--- src/rtl/seg_scan_driver.sv ---
// Four-digit multiplexed BCD scan driver with a double-buffered display value
// that only changes on frame boundaries, plus optional leading-zero blanking.
module seg_scan_driver #(
  parameter int unsigned CLK_DIV = 4
) (
  input  logic        clk,
  input  logic        rst_n,
  input  logic        load_valid,
  input  logic [15:0] load_data,
  output logic        load_ready,
  input  logic        blank_lz,
  output logic [3:0]  bcd,
  output logic [3:0]  digit_en,
  output logic        frame_done
);

  localparam int unsigned PW = (CLK_DIV > 2) ? $clog2(CLK_DIV) : 1;
  localparam logic [PW-1:0] PRESC_LAST = PW'(CLK_DIV - 1);

  typedef enum logic {
    S_EMPTY,
    S_PENDING
  } load_state_t;

  load_state_t r_state;
  logic [PW-1:0] r_presc;
  logic [1:0]    r_idx;
  logic [15:0]   r_disp;
  logic [15:0]   r_pend;
  logic          r_blank;
  logic          r_load_ready;
  logic          r_frame_done;

  logic          w_dwell_end;
  logic          w_wrap;
  logic [3:0]    w_digit;
  logic          w_blanked;

  assign w_dwell_end = (r_presc == PRESC_LAST);
  assign w_wrap      = w_dwell_end && (r_idx == 2'd3);

  always_ff @(posedge clk or negedge rst_n) begin
    if (!rst_n) begin
      r_presc <= '0;
      r_idx   <= '0;
    end else if (w_dwell_end) begin
      r_presc <= '0;
      r_idx   <= r_idx + 2'd1;
    end else begin
      r_presc <= r_presc + PW'(1);
    end
  end

  // A value accepted on the wrap edge itself only becomes pending, so it
  // waits a full frame before it is committed.
  always_ff @(posedge clk or negedge rst_n) begin
    if (!rst_n) begin
      r_state      <= S_EMPTY;
      r_load_ready <= 1'b1;
      r_pend       <= '0;
      r_disp       <= '0;
      r_frame_done <= 1'b0;
      r_blank      <= 1'b0;
    end else begin
      r_frame_done <= w_wrap;
      r_blank      <= blank_lz;
      case (r_state)
        S_EMPTY: begin
          if (load_valid) begin
            r_pend       <= load_data;
            r_state      <= S_PENDING;
            r_load_ready <= 1'b0;
          end
        end
        S_PENDING: begin
          if (w_wrap) begin
            r_disp       <= r_pend;
            r_state      <= S_EMPTY;
            r_load_ready <= 1'b1;
          end
        end
        default: begin
          r_state      <= S_EMPTY;
          r_load_ready <= 1'b1;
        end
      endcase
    end
  end

  always_comb begin
    w_digit   = r_disp[3:0];
    w_blanked = 1'b0;
    case (r_idx)
      2'd0: w_digit = r_disp[3:0];
      2'd1: begin
        w_digit   = r_disp[7:4];
        w_blanked = (r_disp[15:4] == 12'h000);
      end
      2'd2: begin
        w_digit   = r_disp[11:8];
        w_blanked = (r_disp[15:8] == 8'h00);
      end
      default: begin
        w_digit   = r_disp[15:12];
        w_blanked = (r_disp[15:12] == 4'h0);
      end
    endcase
  end

  assign bcd        = (r_blank && w_blanked) ? 4'hF : w_digit;
  assign digit_en   = 4'b0001 << r_idx;
  assign load_ready = r_load_ready;
  assign frame_done = r_frame_done;

endmodule

--- config.mk ---
export PLATFORM = sky130hd
export DESIGN_NAME = seg_scan_driver
export DESIGN_NICKNAME = d
export VERILOG_FILES = /design/src/rtl/seg_scan_driver.sv
export SDC_FILE = /design/constraint.sdc
export NUM_CORES = 1
export LEC_CHECK = 0
export CELL_PAD_IN_SITES_DETAIL_PLACEMENT = 1
export CELL_PAD_IN_SITES_GLOBAL_PLACEMENT = 2
export CORE_ASPECT_RATIO = 0.6
export CORE_MARGIN = 10
export CORE_UTILIZATION = 39
export CTS_CLUSTER_DIAMETER = 40
export DETAILED_ROUTE_END_ITERATION = 16
export PLACE_DENSITY_LB_ADDON = 0.12
export SLEW_MARGIN = 20
export SYNTH_ARGS = -nofsm -noshare
export SYNTH_HDL_FRONTEND = slang
export SYNTH_SLANG_ARGS = --single-unit
--- constraint.sdc ---
create_clock -name clk -period 2.7 [get_ports clk]
set_clock_uncertainty 0.2 [all_clocks]
set_input_delay 0.54 -clock clk [delete_from_list [all_inputs] [get_ports clk]]
set_output_delay 0.54 -clock clk [all_outputs]
set_load 0.01 [all_outputs]
Word-level counts from Yosys, hierarchy flattened
Index checks and enable logic that the tools add are counted.
- logic and storage cells: 37
- register bits: 40
- output and inout bits: 10
- input port bits: 20
- reductions and logical operators: 9
- muxes and demuxes: 10
- $add $sub $neg: 2
- eq/ne operators: 6
- bitwise operators: 1
- shifts and indexed selects: 1
- operators by type and width (cell ; number):
    logical NOT 12 bit ; 1
    case mux 4 bit (3 select lines) ; 1
    logical NOT 8 bit ; 1
    equality test 2 bit, second input constant ; 3
    AND reduction 2 bit ; 3
    adder 2 x 1 -> 2 bit, second input constant ; 2
    logical NOT 4 bit ; 1
    2-to-1 mux 1 bit ; 4
    2-to-1 mux 4 bit ; 1
    case mux 1 bit (2 select lines) ; 2
    left shift 1 x 2 -> 4 bit, first input constant ; 1
    case mux 1 bit (3 select lines) ; 1
    equality test 2 x 1 -> 1 bit, second input constant ; 1
    logical AND 1 bit ; 2
    logical NOT 2 bit ; 1
    2-to-1 mux 2 bit ; 1
    != test 2 x 1 -> 1 bit, second input constant ; 1
    != test 2 bit, second input constant ; 1
    inverter 1 bit ; 1

Longest topological paths before layout
Gate-level depths: netlist (run 1).
- depth in word-level cells: 4
- depth in mapped cells: 5
- gate-level depth less buffers: 5

Least setup slack after synthesis (run 1)
Ideal clock, no wire load.
- path type: register to output
- start point: reg r_idx[0]
- end point: out bcd[0]
- data arrival time: 1.342 ns
- data required time: 1.960 ns
- stages on the path, launching flop included: 6
- buffers on the path: 0
- slack: 0.618 ns
- path through: dfrtp_1 > inv_1 > ha_1 > a21o_1 > a41oi_1 > a2bb2oi_1
- cells in the longest elaborated chain, start to end: 4
- elaborated cells between the ends (all ways): 7
- classes of those cells: eq/ne (2); mux (3); reduce/logical (2)
- ends and longest elaborated chain (what ; line ; text):
    start: declaration ; 27 ; logic [1:0] r_idx;
    start signal: assignment ; 48 ; r_idx <= r_idx + 2'd1;
    equality test 2 bit, or another cell as far along ; 93 ; case (r_idx)
    case mux 1 bit (3 select lines) ; 93 ;
    logical AND 1 bit ; 110 ; assign bcd = (r_blank && w_blanked) ? 4'hF : w_digit;
    2-to-1 mux 4 bit (*) ; 110 ;
    end: declaration ; 12 ; output logic [3:0] bcd,
Mark *: on every way between the ends. The rest lies on a longest branch, timed or not.

Worst setup path after layout (run 1)
- start point: reg r_idx[0]
- end point: out bcd[2]
Same word-level chain as after synthesis.

==> results of run 1 <==
[what timing repair did]
| action | in CTS | in global routing |
|---|---|---|
| gates resized for setup | 8 | 3 |
| setup endpoints to repair | 4 | 4 |
| setup buffers | 1 | 2 |
| pin swaps | 1 | 2 |
[registers in the layout, indices dropped and copies added, names as in the netlist]
register    count
r_idx           2
r_state         1
load_ready      1
r_disp         16
r_presc         2
r_blank         1
frame_done      1
r_pend         16
[path summary, 6_finish.rpt]
check / slack (ns) / startpoint / endpoint / depth (start not counted)
min in group clk: 0.23 / r_presc[0] / r_presc[0] / 1
min: 0.16 / rst_n / r_pend[6] / 1
max reg2reg: 0.76 / r_idx[0] / r_disp[8] / 5
max: 0.05 / r_idx[0] / bcd[2] / 6
max in group asynchronous: 1.59 / rst_n / r_pend[1] / 1
min reg2reg: 0.23 / r_presc[0] / r_presc[0] / 1
[cells in the mapped netlist, types with 2 or more instances]
cell       instances
mux2_2            24
nor4_1             3
buf_6              2
inv_1              3
ha_1               5
mux2_4             8
dfrtp_1           39
a222oi_1           4
nand2_1            3
a2bb2oi_1          4
[worst max-delay path, cell delays in order, from the launching register on]
cell	delay, ns
dfrtp_1	0.41
buf_4	0.15
ha_2	0.21
a21o_1	0.17
a41oi_2	0.26
a2bb2oi_1	0.11
dlygate4sd2_1	0.30
[cells by family (layout without fill, tap and decap cells)]
logic type / after synthesis / in the layout
AOI/OAI and AO/OA: 13 / 13
xor gates and xnor gates: 1 / 1
adders and majority gates: 5 / 5
buffers and inverters: 6 / 46
DFF: 40 / 40
muxes: 32 / 32
and+or+nand+nor: 10 / 10
[cell usage in the layout (no fill, tap or decap)]
cell,netlist,layout
dfrtp_1,39,39
mux2_2,24,24
clkdlybuf4s50_1,0,24
mux2_4,8,8
buf_4,0,6
clkbuf_8,0,5
a222oi_1,4,4
a2bb2oi_1,4,4
ha_1,5,4
nand2_1,3,3
inv_1,3,3
clkdlybuf4s15_1,0,2
dlygate4sd2_1,0,2
nor4_2,0,1
nor4_4,0,1
a21o_1,1,1
nor4_1,3,1
a41oi_2,0,1
nor2_1,1,1
and2_4,1,1
nand2_4,1,1
o21a_1,1,1
nor2b_1,1,1
o21ai_0,1,1
a21oi_1,1,1
xor2_1,1,1
ha_2,0,1
clkinv_2,0,1
clkinvlp_4,0,1
bufinv_16,0,1
buf_2,1,1
dfstp_2,1,1
[layout make-up]
type	instances	share of cell area, %
flip-flops and latches	40	45.77
repair buffers	35	14.97
inverters	3	0.5143
clock inverters	3	1.943
well taps	60	3.429
clock buffers	5	3.143
multi-input cells	61	30.23
[stage by stage]
| stage | setup slack, ns | utilization [%] |
|---|---|---|
| global route | -0.002365 | 53.13 |
| detailed placement | 0.08178 | 49.18 |
| global placement | 0.1942 | 49.18 |
| CTS | 0.02552 | 52.49 |
| floorplan | 0.6177 | - |
| finish | 0.05199 | 53.13 |
[metal layers]
| metal | up-vias | wire [um] |
|---|---|---|
| met5 | - | 0 |
| met4 | 0 | 40 |
| met3 | 6 | 238 |
| met2 | 39 | 1708 |
| met1 | 534 | 1794 |
| li1 | 470 | - |
[power groups by stage]
stage	Clock (mW)	Combinational [mW]	Sequential [mW]
after global routing	0.526	0.192	0.745
after floorplan	0	0.109	0.715
after CTS	0.502	0.177	0.732
after global placement	0	0.174	0.736
after detailed placement	0	0.181	0.740
final	0.490	0.175	0.735
==> results.json, run 1 <==
{
  "grt_usage_pct": 10.53,
  "maxCapViolCount": 0,
  "ios": 30,
  "dr_total_vias": 1049,
  "die_w_um": 104.5,
  "fmax_mhz": 377.6,
  "drive_gt1_share_pct": 36.73,
  "use_met2_pct": 15.87,
  "busiest_layer": "met2",
  "crit_path_max_fanout": 6,
  "synth_top_area_share_pct": 58.38,
  "ys.warnings.count": 0,
  "synth_compound_area_share_pct": 6.512,
  "clkSlewWorstSetupHoldPaths_ns": 0.08,
  "p_int_mw": 1.064,
  "n_fill_cell": 405,
  "die-area_um2": 7391,
  "finalHoldViolations": 0,
  "cts_buffer_depth": 2,
  "yosysSeqAreaShare_pct": 59.96,
  "synth_top_flop_cell": "dfrtp_1",
  "place_hpwl_um": 2801,
  "yosysUniqueCellTypes": 22,
  "cts.root.buffer_cell": "clkbuf_8",
  "ys_top_cells_by_area": "dfrtp_1, mux2_2, mux2_4",
  "synth_cells": 107,
  "gr-usage-met3_pct": 4.521,
  "clock-sinks": 40,
  "synth_xor_area_share_pct": 0.5240,
  "hold_ws_ns": 0.1604,
  "ir_worst_vdd_mv": 0.2718,
  "worst_slew_pin_slew_ns": 0.8806,
  "multiInputGateArea_um2": 661.9,
  "grt_max_degree": 41,
  "layout.nets": 171,
  "status": "completed",
  "met1_usage_pct": 13.40,
  "gp_congestion": 0.7130,
  "switching_share_pct": 24.06,
  "drtPass1Iterations": 4,
  "setup.worst_path.start_class": "register",
  "setup_viol": 0,
  "area_growth_pct": 30.99,
  "endpoint_kind": "primary output",
  "drt_drc_violations_left": 0,
  "power_mw": 1.401,
  "first_iter_violations": 83,
  "grt.overflow.total": 0,
  "arrival_ns": 1.91,
  "rows": 18,
  "final_area_um2": 2190,
  "seq_power_share_pct": 52.5,
  "syn-num-nets": 132,
  "port_buffers": 29,
  "placedInstanceArea_um2": 2027,
  "relSlewSlack_pct": 41.30,
  "wirelength_um": 3781,
  "p_per_area_nw_per_um2": 639.9,
  "antenna_found_initial": 0,
  "finalSetupTns_ns": 0,
  "synth_top_family_by_area": "multiplexers",
  "synth_top_area_cell": "dfrtp_1",
  "routedWlPerCell_um": 18.27,
  "fin_crit_sh_pct": 98.07,
  "htreeDepth": 2,
  "cts_tree": "yes",
  "power_frac_comb_pct": 12.5,
  "antenna_left": 0,
  "synth_fa_ha_area_share_pct": 3.743,
  "register_area_um2": 1002,
  "synth_simple_gate_area_share_pct": 3.593,
  "ys_ff_latch": 40,
  "pwr-share-clk_pct": 35.0,
  "grt_pass1_vias": 1173,
  "synth_edf_count": 0,
  "insertedDiodeCount": 0,
  "core_um2": 4121,
  "die_y_um": 70.71,
  "stdcell_count": 207,
  "switching_power_uw": 337.0,
  "finalMaxSlewViolations": 0,
  "cp.required_ns": 1.96,
  "syn-cell-area_um2": 1672,
  "cts_hold_buf": 0,
  "grt_pass1_wl_um": 6141,
  "period_minus_slack_ns": 2.648,
  "insertion_delay_ns": 0.30,
  "hold_path_class": "primary input to async pin",
  "start_util_pct": 40.56,
  "avgSynthCellArea_um2": 15.62,
  "place_inst": 196,
  "cts_made_buffers": 5,
  "synthMuxAreaShare_pct": 23.35,
  "vias_per_cell": 5.068,
  "postSynth.asyncResetShare_pct": 100.0,
  "p_leak_nw": 0.9654,
  "path_class": "register to primary output"
}
Power figures use the tool's default switching activity.
==> run 2, diff against run 1 <==
==> constraint.sdc (replaced) <==
create_clock -name clk -period 2.7 [get_ports clk]
set_clock_uncertainty 0.2 [all_clocks]
set_input_delay 0.54 -clock clk [delete_from_list [all_inputs] [get_ports clk]]
set_output_delay 0.54 -clock clk [all_outputs]
set_load 0.02 [all_outputs]
==> run 2 against run 1 <==
Against the previous run: combinational power grew 4%; design area decreased by 2.1%; final cell count decreased by 0.97%; total power down 0.77%; register-to-register slack better by 0.11 ns; utilization down 1.1 points; highest routed layer unchanged.
==> results.json, run 2 (synthesis gave the netlist of run 1 again) <==
{
  "status": "completed",
  "worst_slew_pin_slew_ns": 0.8741,
  "seq_power_share_pct": 52.6,
  "place_inst": 197,
  "rows": 18,
  "finalSetupTns_ns": 0,
  "drt_drc_violations_left": 0,
  "setup.worst_path.start_class": "register",
  "ios": 30,
  "grt_pass1_vias": 1193,
  "grt_pass1_wl_um": 6396,
  "switching_power_uw": 327.1,
  "hold_path_class": "primary input to async pin",
  "power_mw": 1.390,
  "path_class": "register to primary output",
  "post_cts_buffers": 0,
  "start_util_pct": 40.56,
  "cts.root.buffer_cell": "clkbuf_8",
  "hold_ws_ns": 0.1634,
  "maxCapViolCount": 0,
  "wirelength_um": 3694,
  "fmax_mhz": 392.9,
  "die-area_um2": 7391,
  "period_minus_slack_ns": 2.545,
  "power_frac_comb_pct": 13.1,
  "pwr-share-clk_pct": 34.3,
  "place_hpwl_um": 2752,
  "routedWlPerCell_um": 18.02,
  "die_y_um": 70.71,
  "stdcell_count": 205,
  "setup_viol": 0,
  "core_um2": 4121,
  "grt_max_degree": 41,
  "vias_per_cell": 4.873,
  "finalMaxSlewViolations": 0,
  "ir_worst_vdd_mv": 0.3365,
  "drive_gt1_share_pct": 37.93,
  "drtPass1Iterations": 4,
  "p_per_area_nw_per_um2": 648.3,
  "p_int_mw": 1.063,
  "htreeDepth": 2,
  "path_cells": "inv_1 -> ha_1 -> buf_4 -> clkdlybuf4s50_1",
  "insertion_delay_ns": 0.29,
  "placedInstanceArea_um2": 2034,
  "clkSlewWorstSetupHoldPaths_ns": 0.08,
  "cp.required_ns": 1.96,
  "fin_crit_sh_pct": 94.26,
  "path_buf_inv": 3,
  "clock-sinks": 40,
  "cts_hold_buf": 0,
  "crit_path_max_fanout": 5,
  "antenna_left": 0,
  "cts_made_buffers": 5,
  "layout_commonest_cell": "dfrtp_1",
  "grt_usage_pct": 10.75,
  "gp_congestion": 0.7432,
  "cts_buffer_depth": 2,
  "switching_share_pct": 23.53,
  "final_area_um2": 2145,
  "antenna_found_initial": 0,
  "port_buffers": 29,
  "insertedDiodeCount": 0,
  "layout.nets": 169,
  "grt.overflow.total": 0,
  "cts_tree": "yes",
  "final_cell_mix": "dfrtp_1, mux2_2, clkdlybuf4s50_1, mux2_4, clkbuf_8",
  "slowest_delay_ns": 0.62,
  "cpMaxStageDelayCell": "clkdlybuf4s50_1",
  "reg_top3": "r_disp (16), r_pend (16)",
  "die_w_um": 104.5,
  "arrival_ns": 1.80,
  "endpoint_kind": "primary output",
  "finalHoldViolations": 0,
  "first_iter_violations": 34,
  "relSlewSlack_pct": 41.73,
  "rsz0062_at_grt": "false",
  "critPathTopFamily": "buffers and inverters",
  "p_leak_nw": 0.9502,
  "area_growth_pct": 28.29,
  "dr_total_vias": 999
}
-- run 2: cell types whose count changed in the layout (fill, tap and decap cells not counted), moves of 2 or more --
| cell | previous run | this run |
|---|---|---|
| buf_4 | 6 | 4 |
| clkdlybuf4s15_1 | 2 | 0 |
| dlygate4sd2_1 | 2 | 0 |
| clkbuf_2 | 0 | 4 |
-- run 2: metrics by stage --
step	worst slack, ns	utilization (%)
floorplan	0.4110	-
global route	0.04548	52.03
global placement	0.1136	49.36
finish	0.1551	52.03
CTS	0.002266	52.22
detailed placement	-0.01590	49.36
-- run 2: power by group through the flow --
| stage | Clock [mW] | Sequential, mW | Combinational, mW |
|---|---|---|---|
| 6_report | 0.477 | 0.731 | 0.182 |
| 5_1_grt | 0.520 | 0.742 | 0.202 |
| 4_1_cts | 0.487 | 0.729 | 0.189 |
| 3_5_place_dp | 0 | 0.739 | 0.193 |
| 3_3_place_gp | 0 | 0.735 | 0.186 |
| 2_1_floorplan | 0 | 0.715 | 0.116 |
-- run 2: worst paths after layout --
path | startpoint | end | slack, ns | cells past startpoint
max in group asynchronous | rst_n | frame_done | 1.58 | 1
setup reg to reg | r_idx[0] | r_disp[15] | 0.87 | 4
min in group clk | r_presc[0] | r_presc[0] | 0.23 | 1
setup / recovery | r_idx[0] | digit_en[2] | 0.16 | 4
hold / removal | rst_n | r_pend[6] | 0.16 | 1
hold reg to reg | r_presc[0] | r_presc[0] | 0.23 | 1
-- run 2: routing by layer --
| metal | GRT usage, % | share of wire (%) | wire [um] |
|---|---|---|---|
| met5 | 0 | 0 | 0 |
| met4 | 3.687 | 0.97 | 36 |
| met1 | 13.90 | 49 | 1802 |
| met2 | 16.35 | 45 | 1662 |
| met3 | 3.797 | 5.2 | 193 |
-- run 2: cell type report --
type,instances,area (um2)
tap,60,75.07
multi-input combinational,61,653.1
clock inverter,2,35.03
timing repair buffer,33,295.3
sequential,40,1002
inverter,3,11.26
fill,418,1977
clock buffer,6,72.57
-- run 2: repair_timing --
action                                  CTS  global route
gates resized for setup                   7             9
pin swaps                                 0             1
cloned                                    0             0
endpoints found under the setup margin    4             4
hold endpoints to repair                  0             0
-- run 2: worst reg2reg max path: cells and delay by family, from the launching register on --
family | cells | cell delay, ns
simple gates | 2 | 0.42
flops | 1 | 0.43
fa+ha+maj | 1 | 0.29
mux | 1 | 0.37
==> run 3, diff against run 2 <==
Settings changed: SKIP_CTS_REPAIR_TIMING from default to 1.
==> run 3 against run 2 <==
Against the previous run: fmax down 1.6%; final cell count unchanged; utilization up 0.21 points; first-iteration DRC count up 56%; combinational power about the same; sequential power about the same; global-route usage down 0.11 points; design area up 0.41%; routed wire length down 1.5%; total power about the same.
==> results.json, run 3 (synthesis gave the netlist of run 1 again) <==
{
  "p_int_mw": 1.067,
  "register_area_um2": 1002,
  "stdcell_count": 205,
  "p_leak_nw": 0.9678,
  "antenna_found_initial": 0,
  "p_per_area_nw_per_um2": 645.1,
  "path_class": "register to primary output",
  "endpoint_kind": "primary output",
  "pwr-share-clk_pct": 34.2,
  "die-area_um2": 7391,
  "clock-sinks": 40,
  "rsz0062_at_grt": "false",
  "reg2reg_setup_slack_ns": 0.88,
  "cts_tree": "yes",
  "multiInputGateArea_um2": 646.9,
  "cp-endpoint": "bcd[0]",
  "setup_viol": 0,
  "worst_slew_pin_slew_ns": 0.8710,
  "ios": 30,
  "finalMaxSlewViolations": 0,
  "startpoint": "r_disp[5]",
  "reg2reg_to": "r_disp[13]",
  "place_inst": 197,
  "layout.nets": 169,
  "finalHoldViolations": 0,
  "placedInstanceArea_um2": 2034,
  "grt_pass1_vias": 1187,
  "reg_top3": "r_disp (16), r_pend (16)",
  "timing.final.ws_setup_ns": 0.1132,
  "vias_per_cell": 4.971,
  "crit_path_max_fanout": 4,
  "drt_drc_violations_left": 0,
  "layout_commonest_cell": "dfrtp_1",
  "status": "completed",
  "cts_buffer_depth": 2,
  "insertedDiodeCount": 0,
  "final_cell_mix": "dfrtp_1, mux2_2, clkdlybuf4s50_1, mux2_4, clkbuf_8",
  "cts.root.buffer_cell": "clkbuf_8",
  "ir_worst_vdd_mv": 0.3375,
  "antenna_left": 0,
  "drtPass1Iterations": 6,
  "r2r_start": "r_idx[0]",
  "final_area_um2": 2153,
  "insertion_delay_ns": 0.29,
  "cp.required_ns": 1.96,
  "place_ws_ns": -0.01590,
  "core_um2": 4121,
  "die_y_um": 70.71,
  "fmax_mhz": 386.6,
  "port_buffers": 29,
  "switching_power_uw": 322.6,
  "grt_usage_pct": 10.63,
  "arrival_ns": 1.85,
  "power_mw": 1.389,
  "dr_total_vias": 1019,
  "area_growth_pct": 28.82,
  "gp_congestion": 0.7432,
  "clkSlewWorstSetupHoldPaths_ns": 0.07,
  "htreeDepth": 2,
  "hold_ws_ns": 0.1667,
  "drive_gt1_share_pct": 35.86,
  "hold_path_class": "primary input to async pin",
  "setup.worst_path.start_class": "register",
  "period_minus_slack_ns": 2.587,
  "maxCapViolCount": 0,
  "grt_pass1_wl_um": 6334,
  "cts_made_buffers": 5,
  "fin_crit_sh_pct": 95.81,
  "relSlewSlack_pct": 41.94,
  "grt.overflow.total": 0,
  "rows": 18,
  "worstRegToRegCells": 4,
  "routedWlPerCell_um": 17.75,
  "power_frac_comb_pct": 13.3,
  "n_fill_cell": 418,
  "die_w_um": 104.5,
  "start_util_pct": 40.56,
  "switching_share_pct": 23.23,
  "place_hpwl_um": 2752,
  "first_iter_violations": 53,
  "wirelength_um": 3638,
  "seq_power_share_pct": 52.5,
  "grt_max_degree": 41
}
[run 3: cell types whose count changed in the layout (fill, tap and decap cells not counted)]
cell            before  now
nor4_2               2    1
dlymetal6s2s_1       0    2
clkbuf_2             4    2
nor4_1               1    2
[run 3: power by group through the flow]
stage / Clock (mW) / Combinational (mW) / Sequential (mW)
final: 0.475 / 0.185 / 0.729
after CTS: 0.487 / 0.194 / 0.728
after floorplan: 0 / 0.116 / 0.715
after global routing: 0.520 / 0.204 / 0.740
after global placement: 0 / 0.186 / 0.735
after detailed placement: 0 / 0.193 / 0.739
[run 3: area by class of cell]
class	instances	share of cell area, %
Tap cell	60	3.486
Multi-Input combinational cell	61	30.04
Clock buffer	6	3.370
Sequential cell	40	46.54
Timing Repair Buffer	33	14.41
Clock inverter	2	1.627
Inverter	3	0.5230
[run 3: worst max-delay path, stage by stage (launching register included)]
cell and delay (ns):
dfrtp_1 0.42, nor4_1 0.35, a21o_1 0.19, a41oi_2 0.17, a2bb2oi_1 0.19, dlymetal6s2s_1 0.25
[run 3: worst min-delay path by stage]
stage	start	end	cells past startpoint
floorplan	rst_n	frame_done	0
global placement	r_presc[0]	r_presc[0]	1
detailed placement	r_presc[0]	r_presc[0]	1
CTS	rst_n	r_pend[6]	1
global route	rst_n	r_pend[0]	1
finish	rst_n	r_pend[6]	1
[run 3: routing by layer]
| layer | up-vias | global-route usage [%] | wire length (um) |
|---|---|---|---|
| met5 | - | 0 | 0 |
| met4 | 0 | 3.687 | 13 |
| met3 | 2 | 3.707 | 203 |
| met2 | 26 | 15.94 | 1648 |
| met1 | 522 | 13.95 | 1772 |
| li1 | 469 | - | - |
[run 3: stage by stage]
step	setup TNS, ns	util, %
6_report	0	52.25
5_1_grt	0	52.25
4_1_cts	-1.379	51.97
3_5_place_dp	-0.03890	49.36
3_3_place_gp	0	49.36
2_1_floorplan	0	-
